## config.mk

```make
export PLATFORM = sky130hd
export DESIGN_NAME = traffic_light_monitor
export DESIGN_NICKNAME = d
export VERILOG_FILES = /design/src/rtl/traffic_light_monitor.sv
export SDC_FILE = /design/constraint.sdc
export NUM_CORES = 1
export LEC_CHECK = 0
export CORE_ASPECT_RATIO = 1.25
export CORE_MARGIN = 1
export CORE_UTILIZATION = 60
export DETAILED_ROUTE_END_ITERATION = 8
export HOLD_SLACK_MARGIN = 0.1
export PLACE_DENSITY = 0.84
export SYNTH_ARGS = -nofsm -noshare
export SYNTH_HDL_FRONTEND = slang
export SYNTH_SLANG_ARGS = --single-unit
export TNS_END_PERCENT = 10
```

## constraint.sdc

```tcl
create_clock -name clk -period 3.9 [get_ports clk]
set_clock_uncertainty 0.15 [all_clocks]
set_input_delay 0.78 -clock clk [delete_from_list [all_inputs] [get_ports clk]]
set_output_delay 0.78 -clock clk [all_outputs]
set_load 0.005 [all_outputs]
```

## src/rtl/traffic_light_monitor.sv

```systemverilog
// traffic_light_monitor
// Watches the controller's one-hot lights bus (RED=100, GREEN=001, YELLOW=010).
// It checks the encoding, the RED->GREEN->YELLOW->RED order and how long each
// phase lasts. It raises a sticky fault with a cause code, drives a registered
// pedestrian walk signal and counts completed light cycles.
// Optional build macro: TLM_FAULT_AUTOCLEAR_EN. When it is defined, FAULT also
// exits to SYNC after four consecutive RED samples.
module traffic_light_monitor #(
  parameter int MAX_PHASE_CYC = 8,
  parameter int CNT_W         = 8
) (
  input  logic             clk,
  input  logic             reset,
  input  logic [2:0]       lights_in,
  input  logic             clear_fault,
  output logic             walk,
  output logic             fault,
  output logic [1:0]       fault_code,
  output logic [CNT_W-1:0] cycle_count,
  output logic             in_sync
);

  localparam logic [2:0] RED    = 3'b100;
  localparam logic [2:0] GREEN  = 3'b001;
  localparam logic [2:0] YELLOW = 3'b010;

  localparam logic [1:0] CODE_NONE    = 2'b00;
  localparam logic [1:0] CODE_ENCODE  = 2'b01;
  localparam logic [1:0] CODE_ORDER   = 2'b10;
  localparam logic [1:0] CODE_TIMEOUT = 2'b11;

  localparam logic [CNT_W-1:0] MAX_DWELL = CNT_W'(MAX_PHASE_CYC);

  typedef enum logic [2:0] {SYNC, T_RED, T_GREEN, T_YELLOW, FAULT} state_t;

  state_t           state, state_next;
  logic [CNT_W-1:0] dwell, dwell_next;
  logic [1:0]       code_next;
  logic             wrap;
  logic             legal;
  logic [2:0]       cur_light, nxt_light;
  state_t           nxt_state;
`ifdef TLM_FAULT_AUTOCLEAR_EN
  logic [1:0]       red_run;
`endif

  // Current phase's light and the one legally allowed to follow it
  always_comb begin
    cur_light = RED;
    nxt_light = GREEN;
    nxt_state = T_GREEN;
    case (state)
      T_GREEN:  begin cur_light = GREEN;  nxt_light = YELLOW; nxt_state = T_YELLOW; end
      T_YELLOW: begin cur_light = YELLOW; nxt_light = RED;    nxt_state = T_RED;    end
      default:  begin cur_light = RED;    nxt_light = GREEN;  nxt_state = T_GREEN;  end
    endcase
  end

  // Next-state decision for one sample; the checks are ordered so encoding beats order beats timeout
  always_comb begin
    state_next = state;
    dwell_next = dwell;
    code_next  = fault_code;
    wrap       = 1'b0;
    legal      = (lights_in == RED) || (lights_in == GREEN) || (lights_in == YELLOW);
    case (state)
      FAULT: begin
        if (clear_fault) begin
          state_next = SYNC;
          code_next  = CODE_NONE;
          dwell_next = '0;
        end
`ifdef TLM_FAULT_AUTOCLEAR_EN
        else if (lights_in == RED && red_run == 2'd3) begin
          state_next = SYNC;
          code_next  = CODE_NONE;
          dwell_next = '0;
        end
`endif
      end
      default: begin
        if (!legal) begin
          state_next = FAULT;
          code_next  = CODE_ENCODE;
        end else if (state == SYNC) begin
          // Only RED can start tracking; GREEN/YELLOW are skipped until then
          if (lights_in == RED) begin
            state_next = T_RED;
            dwell_next = {{(CNT_W-1){1'b0}}, 1'b1};
          end
        end else if (lights_in == cur_light) begin
          if (dwell == MAX_DWELL) begin
            state_next = FAULT;
            code_next  = CODE_TIMEOUT;
          end else begin
            dwell_next = dwell + 1'b1;
          end
        end else if (lights_in == nxt_light) begin
          state_next = nxt_state;
          dwell_next = {{(CNT_W-1){1'b0}}, 1'b1};
          wrap       = (state == T_YELLOW);
        end else begin
          state_next = FAULT;
          code_next  = CODE_ORDER;
        end
      end
    endcase
  end

  // State, counters and registered outputs; the outputs reflect the state being entered
  always_ff @(posedge clk or posedge reset) begin
    if (reset) begin
      state       <= SYNC;
      dwell       <= '0;
      walk        <= 1'b0;
      fault       <= 1'b0;
      fault_code  <= CODE_NONE;
      cycle_count <= '0;
      in_sync     <= 1'b0;
`ifdef TLM_FAULT_AUTOCLEAR_EN
      red_run     <= '0;
`endif
    end else begin
      state      <= state_next;
      dwell      <= dwell_next;
      fault_code <= code_next;
      fault      <= (state_next == FAULT);
      walk       <= (state_next == T_RED);
      in_sync    <= (state_next == T_RED) || (state_next == T_GREEN) || (state_next == T_YELLOW);
      if (wrap)
        cycle_count <= cycle_count + 1'b1;
`ifdef TLM_FAULT_AUTOCLEAR_EN
      // Count consecutive RED samples taken while already in FAULT
      if (state == FAULT && state_next == FAULT && lights_in == RED)
        red_run <= red_run + 1'b1;
      else
        red_run <= '0;
`endif
    end
  end

endmodule

```

* After elaboration in Yosys (flattened, before gate mapping)
Index checks and enable logic that the tools add are counted.
Cells by class: add/sub/neg operators 2, reduce and logical (&&, ||, !) cells 9, equality and inequality tests 19, muxes and demuxes 31
Operator list (number):
- 8-bit 2-to-1 mux | 8
- 3-bit 2-to-1 mux | 8
- 8-bit by 1-bit adder with 8-bit output, second input constant | 2
- 3-bit by 2-bit equality test with 1-bit output, second input constant | 5
- 2-bit 2-to-1 mux | 7
- 3-bit case mux with 2 select lines | 2
- 3-bit equality test, second input constant | 3
- 8-bit by 4-bit equality test with 1-bit output, second input constant | 1
- 4-bit by 3-bit != test with 1-bit output, second input constant | 2
- 3-bit by 1-bit equality test with 1-bit output, second input constant | 2
- 3-bit equality test | 2
- 1-bit 2-to-1 mux | 5
- 5-bit AND reduction | 1
- 1-bit logical OR | 4
- 4-bit by 2-bit != test with 1-bit output, second input constant | 1
- 2-bit case mux with 2 select lines | 1
- 4-bit AND reduction | 1
- 4-bit nonzero test | 1
- 3-bit zero test | 1
- 3-bit by 1-bit != test with 1-bit output, second input constant | 1
- 3-bit by 2-bit != test with 1-bit output, second input constant | 1
- 2-bit != test, second input constant | 1
- 2-bit nonzero test | 1
Word-level totals: register bits after elaboration 24, input bits 6, output and inout port bits 13, logic and storage cells 68

* Depth between registers and ports, before layout
Gate-level depths: netlist of run 1.
depth after elaboration 11, gate-level depth with buffers 8, gate-level depth less buffers 7

* Worst setup path after synthesis of run 1
Ideal clock, no wire load.
kind input to register, start point input lights_in[2], end point register fault_code[1], arrival 2067 ps, required time 3626 ps, library setup time 124 ps, stages 6, setup slack 1559 ps, buffers on the path 1, path through clkbuf_4 or3b_4 nor2_1 o21ai_2 and2_4 a211o_1
Between the ends: word-level cells in the longest chain between the ends 5, elaborated cells between the ends (all ways) 15, those cells by class 8 x eq/ne; 4 x mux; 3 x reduce/logical
RTL lines:
- start, declared | RTL line 14 | input logic [2:0] lights_in,
- 3-bit equality test (tied with other cells) | RTL line 65 | legal = (lights_in == RED) || (lights_in == GREEN) || (lights_in == YELLOW);
- 1-bit logical OR / 2-bit 2-to-1 mux (equally long branches) | RTL line 65, 91
- 1-bit logical OR / 2-bit 2-to-1 mux (equally long branches) | RTL line 65, 85
- 4-bit by 2-bit != test with 1-bit output (no line) (tied with other cells)
- 4-bit AND reduction (no line) / 2-bit 2-to-1 mux (equally long branches)
- end signal, assigned | RTL line 126 | fault_code <= code_next;
- end, declared | RTL line 18 | output logic [1:0] fault_code,
Several ways; a longest one is shown, not always the timed one. The select of a mux whose other input is x is not followed. A chain may end at the register's enable or synchronous reset.

* Final worst setup path of run 1
start point input lights_in[1], end point register fault
Between the ends: word-level cells in the longest chain between the ends 7, elaborated cells between the ends (all ways) 14, those cells by class 6 x eq/ne; 6 x mux; 2 x reduce/logical
RTL lines:
- 3-bit equality test | RTL line 98 | end else if (lights_in == nxt_light) begin
- 3-bit 2-to-1 mux | RTL line 98
- 3-bit 2-to-1 mux | RTL line 91 | end else if (lights_in == cur_light) begin
- 3-bit 2-to-1 mux | RTL line 85 | end else if (state == SYNC) begin
- 3-bit 2-to-1 mux * | RTL line 82 | if (!legal) begin
- 3-bit 2-to-1 mux * | RTL line 66 | case (state)
- named net state_next[2] | RTL line 36 | state_t state, state_next;
- 3-bit equality test * | RTL line 127 | fault <= (state_next == FAULT);
- end signal, assigned | RTL line 127
- end, declared | RTL line 17 | output logic fault,
The timed path passes the listed nets; every way through them passes the cells marked *.

==> qor.txt, run 1 <==
Status -> finished clean
Layout Nets -> 200
Die Y -> 61.2 µm
Reg2Reg Depth -> 5
GR Overflow Total -> 0
DRT iter0 DRCs -> 54
Actual slew at the worst max-slew pin -> 0.867 ns
Critical path class -> input pin to flop
Hpwl dp -> 2.58 mm
Slew margin rel. -> 0.421
Largest buffer count on any clock path -> 2
R2r setup slk -> 1.56 ns
CP max stage cell -> clkdlybuf4s50_1
Setup slack after placement -> 0.603 ns
Post-Synthesis Cells -> 175
Crit path cell chain -> clkdlybuf4s50_1 > nor4bb_1 > a211oi_1 > o22a_1 > o32ai_2 > and3_1
Crit path launch -> lights_in[1]
Max incr delay on CP -> 0.85 ns
Clock Root Buffer -> clkbuf_4
Vias in the first global route -> 1300
DP Cell Count -> 220
Worst setup path endpoint -> fault
CTS resizes -> 0
Initial antenna violation count -> 0
Synthesis-to-layout area growth -> 13.3%
Drt pass-1 iters -> 4
WL final -> 3.68 mm
Routability Congestion -> 0.889
Hold buffers post-CTS -> 0
Die area -> 3020 µm²
Setup Fix Bufs, Post-CTS -> 0
Yosys top cell area share -> 0.357
Filler cell count -> 217
Crit Path Max Fanout -> 16
Clock Sinks -> 24
Syn Area/Cell -> 9.60 µm²
Synth area leaders -> dfrtp_1, nand2_1, o32ai_1, xnor2_1, xor2_1
First-pass GRT wire length -> 6.03 mm
Final Critical Period -> 2.97 ns
Io pins -> 19
Commonest non-fill, non-tap cell in the layout -> dfrtp_1
Total CTS buffers -> 3
Starting Density -> 0.627
Clock transition at the registers of the reported paths -> 0.13 ns
Worst Hold Class -> flop to flop
Post-route insts no fill -> 224
Max Fclk -> 0.337 GHz
Synth Flop Type -> dfrtp_1
Post-route core utilization -> 0.710
DR WL/cell -> 16.4 µm
Max Cap Viol -> 0
Pins Over Slew Limit -> 0
Pin count of the biggest net entering global routing -> 25
GRT Total Usage -> 0.265
Sequential fraction of the synthesis area -> 0.357
Worst setup margin -> 0.930 ns
Yosys warns -> 0
Hold Path Depth -> 1
Pwr/cell area -> 390 nW/µm²
Post-synth EDFFs -> 0
#FFs+latches synth -> 24
Clk Latency, worst-skew pair -> 0.32 ns
Placeable Area -> 2680 µm²
Unrepaired setup endpoints after global routing -> false
Critical path arrival -> 3.09 ns
N_diodes -> 0
Die W -> 49.3 µm
Final Cycle Share -> 0.762
Async set-reset flop share out of synthesis -> 1.00
Dominant cell type by area after synthesis -> dfrtp_1
CP endpoint kind -> flop
H-tree depth -> 1
Share of layout cells above drive strength 1 -> 0.147
Via density -> 6.51
IO Port Bufs -> 18
Seq. cell area -> 601 µm²
Final setup vio count -> 0
FF-to-FF Start -> state[1]
Setup TNS -> 0 ns
DRC viols -> 0
Hold wc startpoint -> cycle_count[7]
Crit path required time -> 4.02 ns
Most frequent cells in the layout -> dfrtp_1, clkdlybuf4s50_1, nand2_1
Rows -> 21
Leak -> 0.000864 µW
Syn_nets -> 184
Synth unique cells -> 58
CTS tree -> done
R2r endpoint -> fault
Peak VDD IR -> 0.419 mV
Multi-input logic area -> 982 µm²
Critical Path Start Type -> input pin
Via count -> 1458
Final hold violations -> 0
Final hold slack -> 0.334 ns
Detail Route Antenna Nets -> 0
Post-Syn Area -> 1680 µm²
## worst max-delay path, delay by kind of cell
| kind | cells | cell delay, ns |
|---|---|---|
| and+or+nand+nor | 2 | 0.67 |
| buffers and inverters | 1 | 0.85 |
| AOI/OAI and AO/OA | 3 | 0.79 |
## sequential cells by signal, indices dropped and copies added, names as in the netlist
register and count:
dwell 8, fault_code 2, in_sync 1, walk 1
cycle_count 8, state 3, fault 1
## cell usage after synthesis (4+ instances only)
| cell | n |
|---|---|
| nor2_1 | 10 |
| and3_1 | 5 |
| or3b_1 | 4 |
| o21ai_0 | 5 |
| nand2_1 | 12 |
| xor2_1 | 5 |
| a211o_1 | 4 |
| xnor2_1 | 5 |
| dfrtp_1 | 24 |
| inv_1 | 9 |
| nor3_1 | 4 |
| nand3_1 | 6 |
| a21oi_1 | 7 |
| o32ai_1 | 5 |
## worst min-delay path by stage
stage | to | slack [ns]
final | cycle_count[7] | 0.33
after global placement | cycle_count[7] | 0.31
after detailed placement | cycle_count[7] | 0.31
after CTS | cycle_count[7] | 0.33
after global routing | cycle_count[7] | 0.38
after floorplan | cycle_count[7] | 0.32
## per-stage QoR
stage | instance area (µm²) | power (µW)
2_1_floorplan | 1680 | 481
4_1_cts | 1900 | 740
6_report | 1900 | 742
3_5_place_dp | 1850 | 558
3_3_place_gp | 1850 | 547
5_1_grt | 1900 | 778
## cell families (layout without fill, tap and decap cells)
kind of cell             after synthesis  in the layout  share of synthesized area
AND/OR/NAND/NOR                       71             71                      0.272
AO/OA/AOI/OAI                         48             48                      0.232
flip-flops                            24             24                      0.357
buffers and inverters                 18             33                     0.0581
XOR/XNOR                              10             10                     0.0521
adder cells (fa/ha/maj)                3              3                     0.0223
multiplexers                           1              1                    0.00670
## power by group
part	internal, µW	switching [µW]	total (µW)
registers	276	51.1	327
logic	115	117	232
clock network	104	78.6	183
## final cells by class
type / instances / area share
clock inverters: 1 / 0.0158
clock buffers: 3 / 0.0118
repair buffers: 19 / 0.0986
flip-flops and latches: 24 / 0.316
multi-input cells: 133 / 0.516
well taps: 34 / 0.0224
inverters: 10 / 0.0197
## routing by layer
metal / routed length, µm / share of wire / GRT usage / up-vias
li1: - / - / - / 679
met1: 1530 / 0.42 / 0.333 / 712
met2: 1910 / 0.52 / 0.460 / 55
met3: 168 / 0.046 / 0.0370 / 12
met4: 73 / 0.020 / 0.122 / 0
met5: 0 / 0 / 0 / -
Note: power is estimated with default switching activity, not from simulation.
==> run 2: changes to the inputs <==
--- a/config.mk
+++ b/config.mk
@@ -7,10 +7,10 @@
 export LEC_CHECK = 0
 export CORE_ASPECT_RATIO = 1.25
 export CORE_MARGIN = 1
-export CORE_UTILIZATION = 60
+export CORE_UTILIZATION = 56
 export DETAILED_ROUTE_END_ITERATION = 8
 export HOLD_SLACK_MARGIN = 0.1
-export PLACE_DENSITY = 0.84
+export PLACE_DENSITY = 0.8
 export SYNTH_ARGS = -nofsm -noshare
 export SYNTH_HDL_FRONTEND = slang
 export SYNTH_SLANG_ARGS = --single-unit
==> constraint.sdc (replaced) <==
create_clock -name clk -period 2.8 [get_ports clk]
set_clock_uncertainty 0.15 [all_clocks]
set_input_delay 0.56 -clock clk [delete_from_list [all_inputs] [get_ports clk]]
set_output_delay 0.56 -clock clk [all_outputs]
set_load 0.005 [all_outputs]
==> qor.txt, run 2 (synthesis results as in run 1) <==
Status -> finished clean
DRC viols -> 0
Detail Route Antenna Nets -> 0
Final Critical Period -> 2.46 ns
Most frequent cells in the layout -> dfrtp_1, clkdlybuf4s50_1, nand2_1
Pin count of the biggest net entering global routing -> 25
Comb power frac -> 0.323
Peak VDD IR -> 0.453 mV
CP endpoint kind -> flop
Final hold slack -> 0.338 ns
CTS tree -> done
Die Y -> 63.2 µm
Layout Nets -> 209
P_int -> 708 µW
Hold Path Depth -> 1
Crit path cell chain -> clkdlybuf4s50_1 > and4b_1 > a211oi_1 > o22a_1 > and3b_1 > a211o_1
Io pins -> 19
Hpwl dp -> 2.85 mm
Critical Path Start Type -> input pin
Routed length on met3 -> 152 µm
WL final -> 3.78 mm
Clk Latency, worst-skew pair -> 0.32 ns
M1 wire length -> 1.56 mm
Post-route core utilization -> 0.714
Endpoint, Worst Hold -> cycle_count[7]
H-tree depth -> 1
Switching power total -> 335 µW
Slew margin rel. -> 0.606
Drt pass-1 iters -> 4
DRT iter0 DRCs -> 36
Commonest non-fill, non-tap cell in the layout -> dfrtp_1
Max incr delay on CP -> 0.56 ns
Routability Congestion -> 0.913
Critical path arrival -> 2.52 ns
Setup Fix Bufs, Post-CTS -> 0
Hold buffers post-CTS -> 0
Synthesis-to-layout area growth -> 17.3%
R2r setup slk -> 0.46 ns
Die W -> 51.0 µm
Pins Over Slew Limit -> 0
Metal2 WL -> 1.97 mm
Share of power burned in registers -> 0.436
Clock power frac -> 0.241
Reg2Reg Depth -> 5
FF-to-FF Start -> state[2]
Regs by FF count -> cycle_count x8, dwell x8, state x3
Via count -> 1467
Switching part of the total -> 0.321
Initial antenna violation count -> 0
N_diodes -> 0
Clock Root Buffer -> clkbuf_4
Setup TNS -> 0 ns
Starting Density -> 0.609
Max Fclk -> 0.407 GHz
Critical path class -> input pin to flop
Total CTS buffers -> 3
Share of layout cells above drive strength 1 -> 0.186
CP bufs+invs -> 1
Final setup vio count -> 0
Placeable Area -> 2760 µm²
Via density -> 6.30
Largest buffer count on any clock path -> 2
Hold wc startpoint -> cycle_count[7]
Pwr/cell area -> 529 nW/µm²
Rows -> 21
Uppermost layer routed -> met4
Clock transition at the registers of the reported paths -> 0.13 ns
IO Port Bufs -> 18
R2r endpoint -> dwell[7]
DR WL/cell -> 16.2 µm
Worst Hold Class -> flop to flop
GRT Total Usage -> 0.261
Final Cycle Share -> 0.877
Clock Sinks -> 24
Vias in the first global route -> 1486
CP max stage cell -> clkdlybuf4s50_1
Crit path required time -> 2.87 ns
First-pass GRT wire length -> 6.50 mm
Actual slew at the worst max-slew pin -> 0.591 ns
Worst path top cell family by delay -> compound AO/OA/AOI/OAI gates
Max Cap Viol -> 0
CTS resizes -> 0
GR Overflow Total -> 0
Crit Path Max Fanout -> 13
Die area -> 3230 µm²
Final hold violations -> 0
Unrepaired setup endpoints after global routing -> false
Leak -> 0.000908 µW
## run 2: cell types whose count changed in the layout (fill, tap and decap cells not counted)
| cell | change |
|---|---|
| buf_4 | +9 |
## run 2: worst max path at each step
stage,start,to,cells past startpoint
6_report,lights_in[2],dwell[7],6
4_1_cts,lights_in[2],dwell[7],6
5_1_grt,lights_in[2],dwell[1],6
2_1_floorplan,lights_in[2],fault_code[1],6
3_5_place_dp,lights_in[2],dwell[7],6
3_3_place_gp,lights_in[0],fault_code[1],7
## run 2: power by group through the flow
stage          clock (µW)  sequential, µW  combinational, µW
4_1_cts               256             454                337
2_1_floorplan           0             429                241
3_3_place_gp            0             458                327
6_report              251             455                337
5_1_grt               271             464                373
3_5_place_dp            0             461                336
## run 2: stage by stage
| step | cells | total power (µW) | area, µm² | setup slack [ns] |
|---|---|---|---|---|
| floorplan | 175 | 670 | 1680 | 0.679 |
| global placement | 229 | 785 | 1920 | 0.0737 |
| detailed placement | 229 | 797 | 1920 | -0.00567 |
| CTS | 233 | 1050 | 1970 | 0.354 |
| global route | 233 | 1110 | 1970 | 0.155 |
| finish | 233 | 1040 | 1970 | 0.344 |
## run 2: final cells by class
cell class | instances | area, µm²
fill | 217 | 788
tap | 34 | 42.5
clock buffer | 3 | 22.5
timing repair buffer | 28 | 255
clock inverter | 1 | 30.0
multi-input combinational | 133 | 982
sequential | 24 | 601
inverter | 10 | 37.5
## run 2: per-layer routing
| layer | global-route usage | vias up |
|---|---|---|
| met3 | 0.0483 | 12 |
| li1 | - | 698 |
| met2 | 0.465 | 45 |
| met1 | 0.299 | 712 |
| met4 | 0.101 | 0 |
| met5 | 0 | - |
==> run 3: changes to the inputs <==
--- a/config.mk
+++ b/config.mk
@@ -5,12 +5,14 @@
 export SDC_FILE = /design/constraint.sdc
 export NUM_CORES = 1
 export LEC_CHECK = 0
+export CELL_PAD_IN_SITES_DETAIL_PLACEMENT = 1
+export CELL_PAD_IN_SITES_GLOBAL_PLACEMENT = 2
 export CORE_ASPECT_RATIO = 1.25
 export CORE_MARGIN = 1
-export CORE_UTILIZATION = 56
+export CORE_UTILIZATION = 35
 export DETAILED_ROUTE_END_ITERATION = 8
 export HOLD_SLACK_MARGIN = 0.1
-export PLACE_DENSITY = 0.8
+export PLACE_DENSITY = 0.9
 export SYNTH_ARGS = -nofsm -noshare
 export SYNTH_HDL_FRONTEND = slang
 export SYNTH_SLANG_ARGS = --single-unit
==> qor.txt, run 3 (synthesis results as in run 1) <==
P_int -> 756 µW
Pwr/cell area -> 552 nW/µm²
N_diodes -> 0
Drt pass-1 iters -> 4
Commonest non-fill, non-tap cell in the layout -> dfrtp_1
CP endpoint kind -> flop
Detail Route Antenna Nets -> 0
Total CTS buffers -> 3
DR WL/cell -> 16.7 µm
FF-to-FF Start -> state[2]
Layout Nets -> 209
Critical Path Start Type -> input pin
GRT Total Usage -> 0.188
Placed cell areas -> 1950 µm²
Leak -> 0.000915 µW
Max Fclk -> 0.388 GHz
Final Cycle Share -> 0.920
DRT iter0 DRCs -> 55
Clock power frac -> 0.274
Pins Over Slew Limit -> 0
Rows -> 27
Placeable Area -> 4490 µm²
Clock Sinks -> 24
Actual slew at the worst max-slew pin -> 0.624 ns
Pin count of the biggest net entering global routing -> 25
Setup slack after placement -> -0.0545 ns
Final Critical Period -> 2.58 ns
Clock transition at the registers of the reported paths -> 0.09 ns
CTS tree -> done
Final hold slack -> 0.323 ns
Die area -> 5080 µm²
Share of power burned in registers -> 0.412
Final Cell Area -> 2020 µm²
Max Cap Viol -> 0
Vias in the first global route -> 1556
Power Total -> 1120 µW
Crit path launch -> lights_in[2]
Die W -> 64.0 µm
Synthesis-to-layout area growth -> 20.2%
Regs by FF count -> cycle_count x8, dwell x8, state x3
WL final -> 4.29 mm
Worst setup margin -> 0.225 ns
Worst Hold Class -> flop to flop
Largest buffer count on any clock path -> 2
Switching part of the total -> 0.322
Peak VDD IR -> 0.223 mV
Hold buffers post-CTS -> 0
Via count -> 1478
Unrepaired setup endpoints after global routing -> false
GR Overflow Total -> 0
CTS resizes -> 0
Routability Congestion -> 0.834
Setup Fix Bufs, Post-CTS -> 0
Final hold violations -> 0
Hpwl dp -> 3.39 mm
Clock Root Buffer -> clkbuf_8
DRC viols -> 0
Crit path required time -> 2.81 ns
Slew margin rel. -> 0.584
Status -> finished clean
Crit Path Max Fanout -> 10
Critical path arrival -> 2.58 ns
R2r setup slk -> 0.35 ns
H-tree depth -> 1
IO Port Bufs -> 18
Final setup vio count -> 0
Critical path class -> input pin to flop
Switching power total -> 359 µW
Hold wc startpoint -> cycle_count[7]
First-pass GRT wire length -> 7.47 mm
Initial antenna violation count -> 0
Comb power frac -> 0.314
Setup TNS -> 0 ns
Filler cell count -> 534
Die Y -> 79.5 µm
Share of layout cells above drive strength 1 -> 0.186
Clk Latency, worst-skew pair -> 0.27 ns
Starting Density -> 0.374
Io pins -> 19
Via density -> 5.75
Most frequent cells in the layout -> dfrtp_1, clkdlybuf4s50_1, nand2_1
run 3: cell counts in the layout (fill, tap and decap cells not counted):
No cell type changed its count.
run 3: through the flow:
step,instances,utilization
after floorplan,175,-
after global placement,253,0.434
after detailed placement,253,0.434
after CTS,257,0.449
after global routing,257,0.449
final,257,0.449
run 3: cell type report:
cell class | count | area [µm²] | area share
Sequential cell | 24 | 601 | 0.297
Inverter | 10 | 37.5 | 0.0186
Tap cell | 58 | 72.6 | 0.0359
Multi-Input combinational cell | 133 | 982 | 0.486
Clock buffer | 3 | 41.3 | 0.0204
Clock inverter | 1 | 30.0 | 0.0149
Timing Repair Buffer | 28 | 255 | 0.126
run 3: final timing paths:
path                                        to  cells after the start
worst min-delay path            cycle_count[7]                      1
worst min register to register  cycle_count[7]                      1
max in group asynchronous             dwell[5]                      3
worst max register to register        dwell[7]                      5
min in group asynchronous                fault                      3
worst max-delay path                  dwell[6]                      8
run 3: worst max-delay path, stage by stage:
cell and delay, ns:
clkdlybuf4s50_1 0.63, buf_4 0.24, nor3b_2 0.25, nand2_1 0.10, a21oi_1 0.23, buf_4 0.18
nor3_2 0.07, a211o_1 0.32
run 3: per-layer routing:
| metal | global-route usage | part of all wire |
|---|---|---|
| met1 | 0.217 | 0.42 |
| met2 | 0.360 | 0.55 |
| met3 | 0.0129 | 0.016 |
| met4 | 0.0682 | 0.015 |
| met5 | 0 | 0 |
run 3: power by group through the flow:
| stage | clock network [µW] | logic (µW) | registers, µW |
|---|---|---|---|
| detailed placement | 0 | 351 | 467 |
| global placement | 0 | 333 | 460 |
| global route | 325 | 388 | 469 |
| CTS | 315 | 353 | 461 |
| finish | 306 | 350 | 460 |
| floorplan | 0 | 241 | 429 |
